## config.mk

```make
export PLATFORM = sky130hd
export DESIGN_NAME = irq_core_handshake
export DESIGN_NICKNAME = d
export VERILOG_FILES = /design/src/rtl/event_unit_pkg.sv /design/src/rtl/irq_prio_enc.sv /design/src/rtl/irq_core_handshake.sv
export SDC_FILE = /design/constraint.sdc
export NUM_CORES = 1
export LEC_CHECK = 0
export CAP_MARGIN = 20
export CORE_UTILIZATION = 52
export CTS_CLUSTER_SIZE = 20
export DETAILED_ROUTE_END_ITERATION = 8
export GPL_ROUTABILITY_DRIVEN = 0
export GPL_TIMING_DRIVEN = 1
export PLACE_DENSITY = 0.84
export SLEW_MARGIN = 5
export SYNTH_ARGS = -nofsm -noshare
export SYNTH_HDL_FRONTEND = slang
export SYNTH_SLANG_ARGS = --single-unit
export TNS_END_PERCENT = 10
```

## constraint.sdc

```tcl
create_clock -name HCLK -period 4.2 [get_ports HCLK]
set_input_delay 0.63 -clock HCLK [delete_from_list [all_inputs] [get_ports HCLK]]
set_output_delay 0.63 -clock HCLK [all_outputs]
set_load 0.005 [all_outputs]
```

## src/rtl/event_unit_pkg.sv

```systemverilog
// rtl/event_unit_pkg.sv - shared types and helpers for the interrupt handshake block
package event_unit_pkg;

  localparam int NUM_IRQ_DEFAULT  = 32;
  localparam int ID_WIDTH_DEFAULT = 5;

  typedef enum logic [1:0] {
    IDLE = 2'd0,
    REQ  = 2'd1,
    GAP  = 2'd2
  } irq_hs_state_e;

  function automatic logic [NUM_IRQ_DEFAULT-1:0] onehot_to_mask(input logic [ID_WIDTH_DEFAULT-1:0] id);
    logic [NUM_IRQ_DEFAULT-1:0] mask;
    mask     = '0;
    mask[id] = 1'b1;
    return mask;
  endfunction

endpackage

```

## src/rtl/irq_prio_enc.sv

```systemverilog
// rtl/irq_prio_enc.sv - picks the first pending line, searching upward from start_idx with wrap
module irq_prio_enc
  import event_unit_pkg::*;
#(
  parameter int NUM_IRQ  = NUM_IRQ_DEFAULT,
  parameter int ID_WIDTH = ID_WIDTH_DEFAULT
) (
  input  logic [NUM_IRQ-1:0]  pending,
  input  logic [ID_WIDTH-1:0] start_idx,
  output logic [ID_WIDTH-1:0] sel_id,
  output logic                any_valid
);

  logic [ID_WIDTH-1:0] idx;

  // Walk from the farthest offset down so the nearest pending line overwrites last.
  always_comb begin
    sel_id    = '0;
    any_valid = 1'b0;
    idx       = '0;
    for (int i = NUM_IRQ - 1; i >= 0; i--) begin
      idx = ID_WIDTH'((32'(start_idx) + 32'(i)) % NUM_IRQ);
      if (pending[idx]) begin
        sel_id    = idx;
        any_valid = 1'b1;
      end
    end
  end

endmodule

```

## src/rtl/irq_core_handshake.sv

```systemverilog
// rtl/irq_core_handshake.sv - edge-captured pending interrupts presented to the core via req/ack
// Optional round-robin arbitration is enabled with IRQ_ROUND_ROBIN_EN.
module irq_core_handshake
  import event_unit_pkg::*;
#(
  parameter int NUM_IRQ  = NUM_IRQ_DEFAULT,
  parameter int ID_WIDTH = ID_WIDTH_DEFAULT
) (
  input  logic                HCLK,
  input  logic                HRESET,
  input  logic [NUM_IRQ-1:0]  irq_i,
  input  logic                enable_i,
  output logic                irq_req_o,
  output logic [ID_WIDTH-1:0] irq_id_o,
  input  logic                irq_ack_i,
  output logic                irq_ack_o,
  output logic [ID_WIDTH-1:0] irq_ack_id_o,
  output logic [NUM_IRQ-1:0]  pending_o
);

  irq_hs_state_e state, next_state;

  logic [NUM_IRQ-1:0]         irq_prev;
  logic [NUM_IRQ-1:0]         pending;
  logic [NUM_IRQ-1:0]         rise_mask;
  logic [NUM_IRQ-1:0]         clr_mask;
  logic [NUM_IRQ_DEFAULT-1:0] id_mask;
  logic                       armed;
  logic                       ack_accept;
  logic                       load_id;
  logic [ID_WIDTH-1:0]        sel_id;
  logic [ID_WIDTH-1:0]        start_idx;
  logic                       any_valid;

  // irq_prev is meaningless in the first cycle after reset, so lines already
  // high across reset are absorbed rather than captured.
  assign rise_mask  = armed ? (irq_i & ~irq_prev) : '0;
  assign ack_accept = (state == REQ) && irq_ack_i;
  assign id_mask    = onehot_to_mask(ID_WIDTH_DEFAULT'(irq_id_o));
  assign clr_mask   = ack_accept ? id_mask[NUM_IRQ-1:0] : '0;
  assign irq_req_o  = (state == REQ);
  assign pending_o  = pending;

`ifdef IRQ_ROUND_ROBIN_EN
  logic [ID_WIDTH-1:0] last_id;

  always_ff @(posedge HCLK or posedge HRESET) begin
    if (HRESET) begin
      last_id <= '0;
    end else if (ack_accept) begin
      last_id <= irq_id_o;
    end
  end

  assign start_idx = (last_id == ID_WIDTH'(NUM_IRQ - 1)) ? '0 : last_id + 1'b1;
`else
  assign start_idx = '0;
`endif

  irq_prio_enc #(
    .NUM_IRQ  (NUM_IRQ),
    .ID_WIDTH (ID_WIDTH)
  ) u_prio_enc (
    .pending   (pending),
    .start_idx (start_idx),
    .sel_id    (sel_id),
    .any_valid (any_valid)
  );

  always_ff @(posedge HCLK or posedge HRESET) begin
    if (HRESET) begin
      state        <= IDLE;
      irq_prev     <= '0;
      pending      <= '0;
      armed        <= 1'b0;
      irq_id_o     <= '0;
      irq_ack_o    <= 1'b0;
      irq_ack_id_o <= '0;
    end else begin
      state        <= next_state;
      irq_prev     <= irq_i;
      armed        <= 1'b1;
      // Set wins over clear when both hit the same bit.
      pending      <= (pending & ~clr_mask) | rise_mask;
      irq_ack_o    <= ack_accept;
      if (load_id) begin
        irq_id_o <= sel_id;
      end
      if (ack_accept) begin
        irq_ack_id_o <= irq_id_o;
      end
    end
  end

  always_comb begin
    next_state = state;
    load_id    = 1'b0;
    case (state)
      IDLE: begin
        if (enable_i && any_valid) begin
          next_state = REQ;
          load_id    = 1'b1;
        end
      end
      REQ: begin
        if (irq_ack_i) begin
          next_state = GAP;
        end
      end
      GAP:     next_state = IDLE;
      default: next_state = IDLE;
    endcase
  end

endmodule

```

### Word-level counts from Yosys, hierarchy flattened

Cells that the tools add are included.

* $lt $le $gt $ge: 2
* equality and inequality tests: 3
* bitwise logic cells: 5
* multiplexer cells: 73
* reduce and logical (&&, ||, !) cells: 5

Operators by type and width (count)
* two-way mux 5 bit: 32
* bitwise AND 32 bit: 2
* two-way mux 32 bit: 2
* NOT 32 bit: 2
* two-way mux 1 bit: 35
* OR 32 bit: 1
* < comparator 5 x 6 -> 1 bit, second input constant: 1
* demux 1 bit (select 5 bit): 1
* greater-or-equal comparator 5 x 1 -> 1 bit, second input constant: 1
* two-way mux 2 bit: 2
* one-hot mux 2 bit (2 select lines): 1
* logical AND 1 bit: 3
* == test 2 x 1 -> 1 bit, second input constant: 1
* logical NOT 2 bit: 1
* inequality test 2 x 1 -> 1 bit, second input constant: 1
* inequality test 2 bit, second input constant: 1
* AND reduction 2 bit: 1

* input bits: 36
* output and inout port bits: 44
* word-level logic and storage cells: 95
* register bits after elaboration: 78

### Logic depth before layout (Yosys ltp)

Gate-level depths: netlist of run 1.

* depth after elaboration: 35
* gate-level depth with buffers: 5
* depth with buffers taken out: 5

### Modules after synthesis

From an unflattened synthesis of run 1, not the netlist that was laid out.

* cells, all modules: 874
* area total of the unflattened synthesis: 8216.6 µm²

By module, submodules not included
* irq_prio_enc: sequential area each 0.0 µm², instances 1, cells each 664, area an instance 5450.2 µm²
* irq_core_handshake: sequential area each 1951.9 µm², instances 1, cells each 210, area an instance 2766.4 µm²

### Least setup slack after synthesis of run 1

No wires, ideal clock.

* path type: flip-flop to flip-flop
* from: reg pending[23], in the netlist pending_o[23]
* to: reg irq_id_o[0]
* data arrival time: 1.885 ns
* required time: 4.075 ns
* cell stages (with the launch flop): 6
* period minus slack after synthesis: 2.010 ns
* path slack: 2.190 ns
* setup time: 0.125 ns
* buffers on the path: 0
* cell sequence: dfrtp_1 -> or4_4 -> or4b_4 -> o21ai_4 -> and2b_1 -> a21oi_2

* cells in the longest elaborated chain, start to end: 27
* elaborated cells between the ends (all ways): 51
* classes of those cells: mux (50); reduce/logical (1)

RTL lines
* start, declared: line irq_core_handshake.sv:24 `logic [NUM_IRQ-1:0] pending;`
* start signal, assigned: line irq_core_handshake.sv:84 `pending <= (pending & ~clr_mask) | rise_mask;`
* two-way mux 1 bit (24 in series): line irq_prio_enc.sv:23 `if (pending[idx]) begin`
* logical AND 1 bit: line irq_core_handshake.sv:100 `if (enable_i && any_valid) begin`
* two-way mux 1 bit: line irq_core_handshake.sv:100
* two-way mux 1 bit: line irq_core_handshake.sv:98 `case (state)`
* end signal, assigned: line irq_core_handshake.sv:87 `irq_id_o <= sel_id;`
* end, declared: line irq_core_handshake.sv:14 `output logic [ID_WIDTH-1:0] irq_id_o,`

Parallel ways exist; a longest one is shown, timed or not.
A chain may end at the register's enable or synchronous reset.

### Worst setup path in the final report of run 1

* from: reg irq_id_o[4]
* to: out irq_id_o[4]

No word-level cell between the ends.

==> results of run 1 <==
[cell families after synthesis]
kind of cell           synth area share
AO/OA/AOI/OAI                    0.1188
buffers and inverters           0.02026
flip-flops                       0.6198
other                          0.001191
AND/OR/NAND/NOR                  0.2400
[cells in the mapped netlist (3+ instances only)]
cell and number:
sky130_fd_sc_hd__a21oi_1 9, sky130_fd_sc_hd__clkbuf_1 7, sky130_fd_sc_hd__dfrtp_1 78, sky130_fd_sc_hd__inv_1 9, sky130_fd_sc_hd__nand2_1 51, sky130_fd_sc_hd__nand3_1 3, sky130_fd_sc_hd__nand3b_1 36, sky130_fd_sc_hd__nor2_1 15
sky130_fd_sc_hd__nor3_1 4, sky130_fd_sc_hd__nor4_1 7, sky130_fd_sc_hd__o21ai_0 37, sky130_fd_sc_hd__o31ai_1 5, sky130_fd_sc_hd__or3_1 3, sky130_fd_sc_hd__or4_4 3
[sequential cells by signal, summed over array words and instances (netlist names)]
name / cells
irq_ack_o: 1
armed: 1
state: 2
irq_id_o: 5
irq_prev: 32
pending_o: 32
irq_ack_id_o: 5
[where the power goes]
part | switching [mW] | total (mW) | internal [mW]
registers | 0.128 | 0.971 | 0.843
logic | 0.164 | 0.390 | 0.226
clock network | 0.255 | 0.559 | 0.304
total | 0.547 | 1.92 | 1.37
[final cells by class]
| type | count | area, um2 |
|---|---|---|
| Clock buffer | 12 | 155.1 |
| Tap cell | 72 | 90.09 |
| Timing Repair Buffer | 80 | 798.3 |
| Inverter | 10 | 37.54 |
| Fill cell | 407 | 1464 |
| Clock inverter | 4 | 45.04 |
| Multi-Input combinational cell | 200 | 1134 |
| Sequential cell | 78 | 1952 |
[path summary, 6_finish.rpt]
check,startpoint,to,slack (ns),cells after the start
max in group asynchronous,HRESET,pending_o[0],2.70,3
min reg2reg,irq_prev[30],pending_o[30],0.44,1
min,irq_prev[30],pending_o[30],0.44,1
max,irq_id_o[4],irq_id_o[4],2.05,1
min in group asynchronous,HRESET,pending_o[28],0.90,3
max reg2reg,pending_o[18],irq_id_o[0],2.06,5
[metal layers]
metal / GRT usage / part of all wire / up-vias
li1: - / - / 1208
met1: 0.3474 / 0.43 / 1277
met2: 0.4402 / 0.50 / 98
met3: 0.04914 / 0.053 / 17
met4: 0.1232 / 0.020 / 0
met5: 0 / 0 / -
[per-stage QoR]
step	setup slack [ns]	cell area (um2)
2_1_floorplan	1.575	3149
3_3_place_gp	1.753	4011
3_5_place_dp	1.711	4011
4_1_cts	2.051	4212
5_1_grt	1.918	4212
6_report	2.048	4212
==> results.txt, run 1 <==
The flow ran to the end, and the final reports show no timing, DRC or antenna violations. The maximum fanout encountered on the critical timing path is 11. The maximum clock path buffer count is 2.

Traced cell by cell, the critical path runs through clkdlybuf4s50_1. The total via count after detailed routing is 2600. After detailed routing, the number of remaining DRC violations is 0. Setup repair after global routing left no endpoint under its margin. The relative slew slack came out at 0.3086. In this run the worst hold path is classified as reg -> reg.

Setup violations remaining at the end of the flow were counted as 0. The sum of buffers and inverters on the critical path is 1. The most used flip-flop cell after synthesis is sky130_fd_sc_hd__dfrtp_1. For this configuration, the core starts out at a cell density of 0.5549. The library cell with the largest summed area after synthesis is sky130_fd_sc_hd__dfrtp_1.

TritonCTS built the clock tree. The area of the die is 6371 um2. The proportion of synthesized chip area in sequential cells came out at 0.6198. Gates resized during post-CTS repair numbered 0. The width of the die is 79.82 um. The post-layout total power came out at 1.920 mW. The number of setup buffers added after CTS came out at 0. The tool flagged a number of max-cap violations equal to 0.

The signal arrival time at the worst endpoint came out at 1.52 ns. Once detailed placement completed, the half-perimeter wirelength came to 5.335 mm. The maximum operating frequency is 464.8 MHz.

The leakage power summed over all cells came out at 1.624 nW. Leaving out fill and tap cells, the most frequent cell in the layout is sky130_fd_sc_hd__clkdlybuf4s50_1. The share of async-settable or async-resettable flops after synthesis is 1.000.

The floorplan step set the die height to 79.82 um. At the end of the flow the core is filled with cells to 0.7421. In the global route stage, overall resource usage came out at 0.2688. The area growth from synthesis to final layout is 33.73%. The number of placed instances with taps included came out at 440.

The via-per-instance ratio is 5.702. The count of input and output buffers came out at 79. At the pin with the least slew margin, the transition time is 1.037 ns. The number of buffers inserted for hold repair after clock tree synthesis is 0.

The first TritonRoute pass finished after 5 iterations. Synthesis inferred 78 register bits. The cell area after synthesis is 3149 um2. The largest single stage delay on the critical path is 0.59 ns. The Yosys step of the flow raised 0 warnings. Buffers inserted during clock tree synthesis total 9.

Grouping stages by cell kind, the critical path spends the most delay in flip-flops. The final layout contains routed wiring with a total length of 7.753 mm. The via count of the first global-routing pass came to 2600. The first global-routing pass estimated 12.77 mm of wire.

The final cell count without fillers is 456. The root buffer cell chosen for the clock tree is sky130_fd_sc_hd__clkbuf_8. The total grt overflow came out at 0. After the first detailed-routing iteration, the DRC count stood at 184. The number of different library cells used by synthesis comes to 37.

The count of endpoints failing hold in the final timing report came out at 0. The library cells used most frequently in the layout, excluding fill and tap cells, are sky130_fd_sc_hd__clkdlybuf4s50_1 (79), sky130_fd_sc_hd__dfrtp_1 (78), sky130_fd_sc_hd__nand2_1 (51), sky130_fd_sc_hd__o21ai_0 (37), sky130_fd_sc_hd__nand3b_1 (36). The final routed wire length divided by cell count came out at 17.00 um. The largest voltage drop on the vdd net came out at 0.3165 mV. For the finished layout, the period the worst path requires is 2.152 ns. The number of synthesized flops with an enable pin is 0.

The number of diodes added for antenna fixing is 0. The total nets after synthesis came out at 331. The final period utilization came out at 0.5123. The core region is 5675 um2. The remaining number of nets flagged by the antenna check after routing is 0. Entering global routing, the biggest net connects 79 pins. The I/O pin total is 80. In the final timing run, aggregate negative setup slack is 0 ns. The final-report max-slew violation count came to 0. In this run the mean area of a mapped cell was 10.68 um2. The count of clock tree sinks is 78.

The type of origin of the critical path is a flop. The source-to-sink clock delay at the later pin of the worst-skew pair came out at 0.34 ns. After clock tree synthesis, the clock-pin slew on the worst setup and hold paths is 0.07 ns.

After synthesis, the cell types taking the most area are sky130_fd_sc_hd__dfrtp_1 (62%), sky130_fd_sc_hd__nand3b_1 (8.6%), sky130_fd_sc_hd__nand2_1 (6.1%), sky130_fd_sc_hd__o21ai_0 (5.9%), sky130_fd_sc_hd__nor2_1 (1.8%). The share of Yosys cell area claimed by the top area cell type is 0.6198. The share of final-layout standard cells stronger than drive strength 1 is 0.06510. Power spread over the standard cell area amounts to 456.0 nW/um2.

The H-tree generated during clock tree synthesis spans 3 levels. The number of nets in the finished design came out at 415. The slowest stage of the critical path is the sky130_fd_sc_hd__dfrtp_1 cell. The post-synthesis cell count is 295.

The type of element capturing the critical path is a primary output. On the final layout, the worst clock skew is 0.004078 ns. The minimum hold slack is 0.4384 ns. The number of antenna violations at the first check in global routing is 0. The placement row count came out at 27. STA puts the critical path data required time at 3.57 ns. The kind of critical path is reg -> out.
Power figures use the tool's default switching activity.
==> run 2: changes to the inputs <==
--- a/config.mk
+++ b/config.mk
@@ -6,12 +6,12 @@
 export NUM_CORES = 1
 export LEC_CHECK = 0
 export CAP_MARGIN = 20
-export CORE_UTILIZATION = 52
+export CORE_UTILIZATION = 48
 export CTS_CLUSTER_SIZE = 20
 export DETAILED_ROUTE_END_ITERATION = 8
 export GPL_ROUTABILITY_DRIVEN = 0
 export GPL_TIMING_DRIVEN = 1
-export PLACE_DENSITY = 0.84
+export PLACE_DENSITY = 0.79
 export SLEW_MARGIN = 5
 export SYNTH_ARGS = -nofsm -noshare
 export SYNTH_HDL_FRONTEND = slang
==> constraint.sdc (replaced) <==
create_clock -name HCLK -period 2.03 [get_ports HCLK]
set_input_delay 0.3045 -clock HCLK [delete_from_list [all_inputs] [get_ports HCLK]]
set_output_delay 0.3045 -clock HCLK [all_outputs]
set_load 0.005 [all_outputs]
==> run 2 against run 1 <==
Core utilization down 4.5 points. Non-clock buffer count rose by 29. Worst setup slack got worse by 2.0 ns. Worst hold slack got worse by 0.024 ns. Highest routed layer unchanged.
==> results.txt, run 2 (synthesized netlist as in run 1, its figures left out) <==
The data required time at the worst endpoint is 2.25 ns (-1.32 ns). The maximum clock path buffer count is 2 (unchanged). The placed wire-length estimate came out at 5.339 mm (about the same). The final routed wire length divided by cell count came out at 15.20 um (-11%).

The count of routing violations after the opening detailed-route iteration came to 213 (+16%). The global router's overall resource usage was 0.2303 (-0.03852). The routed length on met3 came out at 425 um (+3.2%). The count of input and output buffers is 79 (unchanged).

The final-report max-slew violation count came to 0 (unchanged). The number of buffers inserted for hold repair after clock tree synthesis came out at 0 (unchanged). The sequential group share of total power came out at 0.513 (+0.007). The TritonCTS buffer count is 9 (unchanged). The power spent charging and discharging nets is 1.127 mW (+110%). Setup repair after global routing could not meet its margin everywhere.

In the layout the commonest cells are sky130_fd_sc_hd__clkdlybuf4s50_1 (79), sky130_fd_sc_hd__dfrtp_1 (78), sky130_fd_sc_hd__nand2_1 (51), sky130_fd_sc_hd__o21ai_0 (37), sky130_fd_sc_hd__nand3b_1 (36). The worst setup path is launched from a flop. The final critical delay including setup and external delays came out at 2.016 ns.

The maximum operating frequency came out at 496.1 MHz. The fraction of power spent switching nets came to 0.2918 (+0.007090). The total of cells resized after clock tree synthesis came out at 0 (unchanged). The worst reg-to-reg path cell count is 5 (unchanged). The worst flop-to-flop path endpoint is irq_id_o[0]. The area of the die came out at 6889 um2 (+8.1%). Compared with the post-synthesis result, the final layout area differs by 40.52%. The setup path with the least slack is of type reg -> reg.

The minimum hold slack came out at 0.4144 ns (-0.02398 ns). The startpoint identified for the worst register-to-register timing path is pending_o[18]. The number of search-and-repair iterations in the first detailed-routing pass is 7 (+2). The final total negative setup slack came out at 0 ns (unchanged). The width of the die was 83 um (+4.0%). The share of final-layout standard cells stronger than drive strength 1 came out at 0.1311 (+0.06596). The tightest min-delay check is of the in -> async type. The number of antenna violations at the first check in global routing is 0 (unchanged). The signal arrival time at the worst endpoint is 2.24 ns (+0.72 ns).

The max-capacitance violation count came out at 0 (unchanged). The part of the total power dissipated in combinational logic is 0.232 (+0.029). The placement row count came to 29 (+7.4%). The count of endpoints failing hold in the final timing report came to 0 (unchanged).

The worst setup path is captured at a flop. The number of diodes added for antenna fixing came out at 0 (unchanged). The floorplan die height was 83 um (+4.0%). The worst setup slack for register-to-register paths is 0.01 ns (-2.05 ns).

The final clock skew is 0.004413 ns (+0.0003352 ns). The maximum fanout encountered on the critical timing path is 6 (-5). TritonCTS built the clock tree.

The power per cell area came out at 872.7 nW/um2 (+91%). The number of nets in the finished design came out at 444 (+7.0%). The total number of H-tree levels is 3 (unchanged). The via count of the first global-routing pass was 2606 (+0.23%).

The total via count after detailed routing came out at 2692 (+3.5%). Tracing the worst setup path back leads to its startpoint at pending_o[18]. The count of final setup violators is 0 (unchanged). The DRC violation count after routing came to 0 (unchanged). The initial standard-cell utilization of the core came to 0.4960 (-0.05893).

In this run the clock root is driven by a sky130_fd_sc_hd__clkbuf_8. The via-per-instance ratio is 5.505 (-3.4%). The routed metal-1 wire length came out at 3.218 mm (-3.7%).

The final period utilization came out at 0.9931. The sum of met2 wire segment lengths after detailed routing is 3.685 mm (-4.1%). The total grt overflow is 0 (unchanged).

In this run the worst setup path terminates at irq_id_o[0]. The leakage power summed over all cells came out at 1.729 nW (+6.5%). The count of clock tree sinks is 78 (unchanged). The routed wire length came out at 7.433 mm (-4.1%). The remaining number of nets flagged by the antenna check after routing was 0 (unchanged).

The run finished with clean final reports. The clock network fraction of total power came out at 0.256 (-0.035). The I/O pin total came to 80 (unchanged). The library cell used most frequently in the layout, excluding fill and tap cells, is sky130_fd_sc_hd__clkdlybuf4s50_1.

The first-pass GRT wire length is 12.42 mm (-2.7%). The CTS clock-pin slew for the worst setup and hold paths is 0.07 ns (about the same). The largest net degree at the start of global routing came to 79 (unchanged). The uppermost metal layer occupied by signal nets is met4. The largest voltage drop on the vdd net came out at 0.7566 mV (+140%). The source-to-sink clock delay at the later pin of the worst-skew pair is 0.34 ns (about the same). The internal power consumption is 2.735 mW (+99%).

The placeable core region came to 6350 um2 (+12%).
-- run 2: how the worst min path moves through the flow --
stage / startpoint / endpoint / slack, ns / cells after the start
after detailed placement: irq_prev[30] / pending_o[30] / 0.45 / 1
after global placement: irq_prev[30] / pending_o[30] / 0.42 / 1
after global routing: irq_i[29] / irq_prev[29] / 0.41 / 1
final: HRESET / irq_prev[2] / 0.41 / 3
after floorplan: irq_i[0] / irq_prev[0] / 0.34 / 0
after CTS: irq_i[26] / irq_prev[26] / 0.41 / 1
-- run 2: metal layers --
metal | up-vias | global-route usage
met5 | - | 0
met4 | 0 | 0.09718
met3 | 9 | 0.04274
met2 | 107 | 0.3689
met1 | 1309 | 0.3101
li1 | 1267 | -
-- run 2: layout make-up --
cell class / instances / area (um2)
clock buffer: 10 / 137.6
tap: 77 / 96.34
sequential: 78 / 1952
inverter: 10 / 41.29
fill: 461 / 1924
multi-input combinational: 200 / 1134
timing repair buffer: 109 / 1028
clock inverter: 5 / 36.28
-- run 2: what timing repair did --
| item | CTS | global route |
|---|---|---|
| setup buffers | 0 | 0 |
| pin swaps | 2 | 0 |
| gates cloned | 0 | 0 |
| setup endpoints to repair | 1 | 1 |
-- run 2: per-stage QoR --
step / setup WS [ns] / power [mW] / area, um2 / util / cells
after global placement: 0.03531 / 2.873 / 4252 / 0.6696 / 474
after detailed placement: -0.01231 / 2.899 / 4252 / 0.6696 / 474
after CTS: 0.008924 / 3.897 / 4425 / 0.6969 / 489
after global routing: -0.06773 / 4.089 / 4425 / 0.6969 / 489
after floorplan: 0.02025 / 2.297 / 3153 / - / 295
final: 0.01410 / 3.862 / 4425 / 0.6969 / 489
-- run 2: worst max-delay path, cell delays in order, from the launching register on --
cell	delay, ns
sky130_fd_sc_hd__dfrtp_1	0.38
sky130_fd_sc_hd__or4_4	0.54
sky130_fd_sc_hd__or4b_4	0.58
sky130_fd_sc_hd__o21ai_4	0.20
sky130_fd_sc_hd__and2b_1	0.16
sky130_fd_sc_hd__a21oi_2	0.03
-- run 2: power groups by stage --
| stage | Sequential, mW | Combinational [mW] | Clock [mW] |
|---|---|---|---|
| after global routing | 2.01 | 0.989 | 1.09 |
| after detailed placement | 2.00 | 0.894 | 0 |
| final | 1.98 | 0.894 | 0.989 |
| after floorplan | 1.94 | 0.358 | 0 |
| after CTS | 1.97 | 0.900 | 1.02 |
| after global placement | 2.00 | 0.875 | 0 |
==> run 3: changes to the inputs <==
--- a/config.mk
+++ b/config.mk
@@ -6,6 +6,7 @@
 export NUM_CORES = 1
 export LEC_CHECK = 0
 export CAP_MARGIN = 20
+export CORE_ASPECT_RATIO = 1.25
 export CORE_UTILIZATION = 48
 export CTS_CLUSTER_SIZE = 20
 export DETAILED_ROUTE_END_ITERATION = 8
@@ -16,4 +17,4 @@
 export SYNTH_ARGS = -nofsm -noshare
 export SYNTH_HDL_FRONTEND = slang
 export SYNTH_SLANG_ARGS = --single-unit
-export TNS_END_PERCENT = 10
+export TNS_END_PERCENT = 30
==> run 3 against run 2 <==
The flow now finishes with violations (negative setup slack). Via count shrank 1.2%. First-iteration DRC count shrank 36%. Total power grew 3.6%. Combinational power is essentially flat. Critical path depth is the same. Sequential share of layout area shrank 0.28 points. Die area is essentially flat. Routed wire length grew 1.8%. Clock skew grew 0.0050 ns. Maximum frequency shrank 0.72%.
==> results.txt, run 3 (synthesized netlist as in run 1, its figures left out) <==
The total area of sequential cells is 1952 um2 (unchanged). The maximum clock path buffer count came out at 2 (unchanged). TritonCTS built the clock tree. The worst setup path is launched from a flop. The placement row count is 32 (+10%). The worst setup slack for register-to-register paths came to -0.0006 ns (about the same). The global router's overall resource usage came out at 0.2411 (+0.01080). The number of nets in the finished design is 444 (unchanged). The via count of the first global-routing pass came to 2692 (+3.3%). The first-pass GRT wire length came to 12.39 mm (-0.23%). The CTS clock-pin slew for the worst setup and hold paths was 0.08 ns (about the same). The TritonCTS buffer count was 9 (unchanged). The sum of buffers and inverters on the critical path was 0 (unchanged). The signal arrival time at the worst endpoint is 2.26 ns (+0.02 ns).

The leakage power summed over all cells is 1.747 nW (+1.0%). The count of routing violations after the opening detailed-route iteration was 137 (-36%). The floorplan die height is 92.56 um (+12%). The routed wire length came to 7.568 mm (+1.8%). The maximum fanout encountered on the critical timing path came out at 6 (unchanged).

The tree is rooted in a sky130_fd_sc_hd__clkbuf_8. The count of filler cells inserted in the layout was 481 (+4.3%). The final-report max-slew violation count came out at 0 (unchanged). The total via count after detailed routing came out at 2659 (-1.2%). The cell type group with the largest total delay on the critical path is simple AND/OR/NAND/NOR gates. The count of clock tree sinks came out at 78 (unchanged).

The largest voltage drop on the vdd net is 0.5134 mV (-32%). The flow ran to the end, but the final reports show violations. The total grt overflow was 0 (unchanged). The largest net degree at the start of global routing was 79 (unchanged). The share of final-layout standard cells stronger than drive strength 1 is 0.1259 (-0.005160).

The max-capacitance violation count is 0 (unchanged). The number of antenna violations at the first check in global routing came out at 0 (unchanged). The final cell area excluding filler cells is 4454 um2 (+0.65%). The power per cell area came out at 897.9 nW/um2 (+2.9%).

The number of search-and-repair iterations in the first detailed-routing pass came out at 4 (-3). The startpoint of the worst register-to-register path is pending_o[16]. The DRC violation count after routing came out at 0 (unchanged). The maximum cell stage delay along the critical path came out at 0.58 ns (about the same). The multi-input logic area is 1134 um2 (unchanged). The worst-path cell with the longest stage delay is sky130_fd_sc_hd__or4b_4. The area growth from synthesis to final layout came out at 41.44%. The maximum operating frequency is 492.5 MHz (-0.72%). The data required time at the worst endpoint came out at 2.26 ns (about the same).

The via-per-instance ratio came out at 5.339 (-3.0%). The pre-CTS setup slack is -0.0003026 ns (+0.01201 ns). In this run the critical register-to-register path is captured at irq_id_o[0].

STA classifies the critical path endpoint as a flop. The final period utilization is 1.000 (+0.007234). The total of cells resized after clock tree synthesis is 0 (unchanged).

The final reports fail on negative setup slack. The final critical delay including setup and external delays is 2.031 ns (+0.01469 ns). The remaining number of nets flagged by the antenna check after routing came to 0 (unchanged). The kind of critical path is reg -> reg. The count of input and output buffers is 79 (unchanged). The path class of the tightest hold or removal check is in -> async. The critical path goes through or4_4 > or4b_4 > o21ai_4 > and2b_1 > a21oi_2.

The placed wire-length estimate is 5.309 mm (-0.56%). The I/O pin total came out at 80 (unchanged). The placeable core region came to 6246 um2 (-1.6%). The initial standard-cell utilization of the core came out at 0.5042 (+0.008246).

In the layout the commonest cells are sky130_fd_sc_hd__clkdlybuf4s50_1 (79), sky130_fd_sc_hd__dfrtp_1 (78), sky130_fd_sc_hd__nand2_1 (51), sky130_fd_sc_hd__o21ai_0 (37), sky130_fd_sc_hd__nand3b_1 (36). The total number of H-tree levels came out at 3 (unchanged). The count of final setup violators is 1 (+1).

Setup repair after global routing could not meet its margin everywhere. The count of endpoints failing hold in the final timing report came out at 0 (unchanged). The placed cell area is 4262 um2 (+0.24%). The area of the die is 6891 um2 (about the same). The source-to-sink clock delay at the later pin of the worst-skew pair was 0.35 ns (about the same).

The worst reg-to-reg path cell count came to 5 (unchanged). The width of the die came out at 74.45 um (-10%). The number of setup buffers added after CTS is 0 (unchanged).

The most common cell after layout, fill and taps aside is sky130_fd_sc_hd__clkdlybuf4s50_1. The final routed wire length divided by cell count is 15.20 um (about the same). The final clock skew came to 0.009407 ns (+0.004994 ns).

The number of diodes added for antenna fixing is 0 (unchanged). The slack of the critical path came to -0.0005904 ns (-0.01469 ns).
run 3: what timing repair did:
item / in CTS / in global routing
setup endpoints to repair: 1 / 2
pin swaps: 1 / 1
hold buffers: 0 / 0
run 3: cell type report:
type                    instances  area share
flip-flops and latches         78      0.4382
multi-input cells             200      0.2545
repair buffers                109      0.2309
clock buffers                  13     0.03343
well taps                      85     0.02388
clock inverters                 3    0.009831
inverters                      10    0.009270
run 3: through the flow:
step,util,TNS [ns],power (mW),hold slack (ns),instances
2_1_floorplan,-,0,2.297,0.3359,295
6_report,0.7131,-0.0005904,4.000,0.3963,498
5_1_grt,0.7131,-0.08916,4.196,0.4114,498
4_1_cts,0.7131,0,4.022,0.4095,498
3_3_place_gp,0.6823,0,2.864,0.4198,482
3_5_place_dp,0.6823,-0.0003026,2.895,0.4424,482
run 3: routing by layer:
| layer | GRT usage | share of wire | up-vias |
|---|---|---|---|
| met5 | 0 | 0 | - |
| met4 | 0.1116 | 0.018 | 0 |
| met3 | 0.03047 | 0.031 | 10 |
| met2 | 0.4024 | 0.52 | 76 |
| met1 | 0.3068 | 0.43 | 1302 |
| li1 | - | - | 1271 |
run 3: worst max path at each step:
stage	from	endpoint	slack [ns]	cells past startpoint
finish	pending_o[16]	irq_id_o[0]	-0.0006	5
floorplan	pending_o[23]	irq_id_o[0]	0.02	5
detailed placement	pending_o[19]	irq_id_o[0]	-0.0003	5
global placement	pending_o[19]	irq_id_o[0]	0.04	5
global route	pending_o[16]	irq_id_o[0]	-0.07	5
CTS	pending_o[19]	irq_id_o[0]	0.002	5
run 3: worst reg2reg max path, cell delays in order, from the launching register on:
cell,delay (ns)
sky130_fd_sc_hd__dfrtp_1,0.39
sky130_fd_sc_hd__or4_4,0.55
sky130_fd_sc_hd__or4b_4,0.58
sky130_fd_sc_hd__o21ai_4,0.20
sky130_fd_sc_hd__and2b_1,0.16
sky130_fd_sc_hd__a21oi_2,0.03
run 3: power breakdown:
group          switching (mW)  internal, mW
Clock                   0.522         0.603
Combinational           0.376         0.521
Sequential              0.232          1.75
